## src/rtl/aes_trojan_trigger_seq.sv

```systemverilog
// aes_trojan_trigger_seq: watches the plaintext stream for SEQ0..SEQ3 in order and raises a sticky Tj_Trig.
// Define TRIG_GAP_TIMEOUT_EN to drop partial progress after GAP_MAX idle cycles in S1..S3.
module aes_trojan_trigger_seq #(
`ifdef TRIG_GAP_TIMEOUT_EN
    parameter int unsigned    GAP_MAX = 16,
`endif
    parameter logic [127:0] SEQ0 = 128'h3243f6a8885a308d313198a2e0370734,
    parameter logic [127:0] SEQ1 = 128'h00112233445566778899aabbccddeeff,
    parameter logic [127:0] SEQ2 = 128'h00000000000000000000000000000000,
    parameter logic [127:0] SEQ3 = 128'hffffffffffffffffffffffffffffffff
) (
    input  logic         clk,
    input  logic         rst,
    input  logic         data_valid,
    input  logic [127:0] data,
    output logic         Tj_Trig,
    output logic [2:0]   stage
);
    typedef enum logic [2:0] {IDLE = 3'd0, S1 = 3'd1, S2 = 3'd2, S3 = 3'd3, ARMED = 3'd4} state_t;
    state_t       state_q, state_d;
    logic         trig_q;
    logic [127:0] exp_w;
    always_comb exp_w = state_q == S1 ? SEQ1 : state_q == S2 ? SEQ2 : state_q == S3 ? SEQ3 : SEQ0;
`ifdef TRIG_GAP_TIMEOUT_EN
    logic [15:0] gap_q, gap_d;
    logic        busy, timeout;
    always_comb begin
        busy    = state_q == S1 || state_q == S2 || state_q == S3;
        timeout = busy && !data_valid && ({1'b0, gap_q} + 17'd1 >= 17'(GAP_MAX));
        gap_d   = (data_valid || !busy || timeout) ? 16'd0 : gap_q + 16'd1;
    end
    always_ff @(posedge clk or negedge rst)
        if (!rst) gap_q <= '0;
        else gap_q <= gap_d;
`endif
    // In IDLE exp_w is SEQ0, so a match there advances to S1 like any other stage.
    always_comb begin
        state_d = state_q;
        if (data_valid && state_q != ARMED)
            state_d = data == exp_w ? state_t'(state_q + 3'd1) : (data == SEQ0 ? S1 : IDLE);
`ifdef TRIG_GAP_TIMEOUT_EN
        else if (timeout)
            state_d = IDLE;
`endif
    end
    always_ff @(posedge clk or negedge rst)
        if (!rst) begin
            state_q <= IDLE;
            trig_q  <= 1'b0;
        end else begin
            state_q <= state_d;
            trig_q  <= state_d == ARMED;
        end
    assign Tj_Trig = trig_q;
    assign stage   = state_q;
endmodule

```

## config.mk

```make
export PLATFORM = sky130hd
export DESIGN_NAME = aes_trojan_trigger_seq
export DESIGN_NICKNAME = d
export VERILOG_FILES = /design/src/rtl/aes_trojan_trigger_seq.sv
export SDC_FILE = /design/constraint.sdc
export NUM_CORES = 1
export LEC_CHECK = 0
export ABC_AREA = 1
export CORE_ASPECT_RATIO = 1.75
export CORE_MARGIN = 5
export CORE_UTILIZATION = 25
export DETAILED_ROUTE_END_ITERATION = 8
export DONT_BUFFER_PORTS = 1
export GPL_ROUTABILITY_DRIVEN = 0
export GPL_TIMING_DRIVEN = 0
export PLACE_DENSITY = 0.49
export SLEW_MARGIN = 10
export SYNTH_ARGS = -nofsm -noshare
export SYNTH_HDL_FRONTEND = slang
export SYNTH_SLANG_ARGS = --single-unit
```

## constraint.sdc

```tcl
create_clock -name clk -period 4.05 [get_ports clk]
set_input_delay 0.81 -clock clk [delete_from_list [all_inputs] [get_ports clk]]
set_output_delay 0.81 -clock clk [all_outputs]
set_load 0.05 [all_outputs]
```

==> flow_summary_export.csv <==
group,metric,value,unit
clocking,clk_pin_slew_worst_paths,30,ps
worst_setup_path,criticalPathCategory,"reg2reg",
floorplanning,die-area,9460,sq um
synthesis,synth.area.top_cells,"nand2_1 29%, nor2_1 16%, inv_1 9.7%",
sta,setup_viol,0,
floorplanning,design.core.area,7460,sq um
worst_setup_path,path_max_fanout,6,
synthesis,netlist_instances,398,
synthesis,synth_seq_cells,4,
run_status,outcome,"complete, no violations",
sta,period_share,0.718,
worst_setup_path,cpMaxStageDelayCell,"dfrtp_1",
sta,fmax,0.344,GHz
floorplanning,io_pins,135,
clocking,clockBufferDepth,2,
clocking,clock_latency,230,ps
worst_setup_path,cp-end-kind,"flip-flop",
worst_setup_path,r2r_end,"Tj_Trig",
finish,drive_gt1_frac,0.0773,
clocking,post_cts_resized,0,
clocking,cts.sinks,4,
sta,tns,0,ps
worst_setup_path,crit_required,4200,ps
sta,final-hold-violation-count,0,
min_path,hp-class,"in2async",
floorplanning,initial_core_util,0.253,
synthesis,synth_top_cell_area_share,0.292,
drt,postRouteAntennaNets,0,
placement,io_buffer_count,0,
floorplanning,fp.dieH,125,microns
worst_setup_path,reg2reg_slack,1140,ps
clocking,cts_max_level,1,
worst_setup_path,reg2reg_from,"stage[0]",
sta,skew,2.66,ps
synthesis,synth_cell_types,28,
drt,viasPerCell,5.03,
sta,rsz0062_at_grt,"no",
finish,area_delta_synth_final,9.80,%
synthesis,ys_seq_area_frac,0.0530,
synthesis,synth_warnings,0,
pwr,p_leak,1.01,nW
drt,drtPass1Iterations,4,
clocking,cts-root-buf,"clkbuf_16",
pwr,powerDensity,127,nW/um^2
global_routing,grt_max_degree,11,
worst_setup_path,worstPathArrival,3060,ps
sta,timing.hold.ws,280,ps
synthesis,synth_ff_type,"dfrtp_1",
flow_run,drv_cap,0,
drt,drt_wl_total,8210,microns
synthesis,syn_area,1890,sq um
sta,slew_violations,0,
worst_setup_path,cp-start-kind,"flip-flop",
drt,vias,2459,
global_routing,grt_use_total,0.173,
worst_setup_path,worstPathCellList,"inv_1 > ha_1 > o21ai_2 > nand2_1 > nand2_1 > nand2_1 > inv_1 > nand2_1 > nor2_1 > nand2_1 > nor2_2 > nand3_1 > nand2_1 > nand2_1 > nand2_1 > nand2_1 > nor2_1",
synthesis,async_flop_share,1.00,
floorplanning,row_count,42,
worst_setup_path,cp-startpoint,"stage[0]",
finish,layout.nets,539,
drt,wl_per_cell,16.8,microns
global_routing,grt_antenna_before_repair,0,
worst_setup_path,critical_path.max_stage_delay,710,ps
sta,maxSlewHeadroom,0.568,
clocking,hold_buffers,0,
worst_setup_path,crit_path_end,"Tj_Trig",
finish,diodes,0,
sta,min_period,2910,ps
placement,dp_hpwl,7440,microns
pwr,vdd_drop_max,0.000245,V
global_routing,grt-ovfl-total,0,
synthesis,synth-edff-count,0,
worst_setup_path,cp_common_cell,"nand2_1",
global_routing,first_global_vias,2623,
placement,pre_cts_ws,1160,ps
synthesis,syn_nets,534,
drt,route.detailed.drc,0,
finish,finish.instance_area,2070,sq um
drt,drt_iter0_drc,105,
worst_setup_path,reg2reg_depth,17,
clocking,tritoncts,"done",
sta,setup_slack,1140,ps
floorplanning,chipWidth,75.7,microns
sta,worst_pin_slew,648,ps
placement,placed_cell_area,2000,sq um
clocking,cts_setup_buffers,0,
clocking,cts_buffers,3,
placement,dp_cells,486,
finish,final_cells,489,
global_routing,grt_pass1_wl,12400,microns
synthesis,avgSynthCellArea,4.75,sq um
synthesis,synth_top_cell_by_area,"nand2_1",
-- state kept, by name, indices dropped and copies added, names as in the netlist --
name,flops
stage,3
Tj_Trig,1
-- power by group --
part | leakage, nW | switching (W) | total, W | internal (W)
Sequential | 0.0559 | 0 | 0.0000403 | 0.0000403
Clock | 0.0370 | 0.0000289 | 0.000155 | 0.000126
Combinational | 0.915 | 0.0000401 | 0.0000688 | 0.0000286
Total | 1.01 | 0.0000691 | 0.000264 | 0.000195
-- layer usage --
metal,global-route usage,vias up,share of wire
met5,0,-,0
met4,0.101,0,0.071
met3,0.0217,34,0.068
met2,0.328,99,0.55
met1,0.164,1056,0.31
li1,-,1270,-
-- cell families after synthesis --
kind of cell	share of synthesized area
and+or+nand+nor	0.762
DFF	0.0530
buffers and inverters	0.107
adders and majority gates	0.0331
AOI/OAI and AO/OA	0.0444
-- how the worst min path moves through the flow --
stage               depth (start not counted)        to  slack (ps)  from
floorplan                                   0   Tj_Trig         510   rst
global placement                            0   Tj_Trig         510   rst
detailed placement                          0  stage[2]         510   rst
CTS                                         0  stage[2]         270   rst
global route                                0  stage[2]         270   rst
finish                                      0  stage[2]         280   rst
-- synthesized netlist by cell type (3+ instances only) --
cell type / n
nand3_1: 25
nand2_4: 4
nor3_1: 8
inv_1: 49
nand4_1: 26
dfrtp_1: 4
or2_2: 13
ha_1: 5
nor2_1: 83
o21ai_0: 7
nand2_1: 147
nor4_1: 5
nor2_2: 3
-- layout by cell type (no fill, tap or decap), types with 4 or more instances in the layout --
master	Yosys	layout
inv_1	49	49
o21ai_0	7	7
nor4_1	5	5
nand4_1	26	26
nor3_1	8	8
nand2_4	4	4
nand2_1	147	147
nand3_1	25	25
dfrtp_1	4	4
nor2_1	83	83
or2_2	13	13
ha_1	5	5
-- final cells by class --
| class | count | area [sq um] |
|---|---|---|
| plain buffers | 1 | 7.51 |
| clock buffers | 3 | 75.1 |
| fillers | 882 | 5390 |
| inverters | 52 | 195 |
| multi-input cells | 341 | 1590 |
| flip-flops and latches | 4 | 100 |
| well taps | 88 | 110 |
-- per-stage QoR --
| stage | total power, W | utilization |
|---|---|---|
| after CTS | 0.000269 | 0.278 |
| after global placement | 0.000109 | 0.268 |
| after floorplan | 0.0000946 | - |
| final | 0.000264 | 0.278 |
| after global routing | 0.000282 | 0.278 |
| after detailed placement | 0.000110 | 0.268 |
-- critical path: cells and delay by family (launching register included) --
kind / cells / cell delay, ps
and+or+nand+nor: 13 / 1310
DFF: 1 / 710
adders and majority gates: 1 / 330
AOI/OAI and AO/OA: 1 / 270
buffers and inverters: 2 / 220
Note: power is estimated with default switching activity, not from simulation.
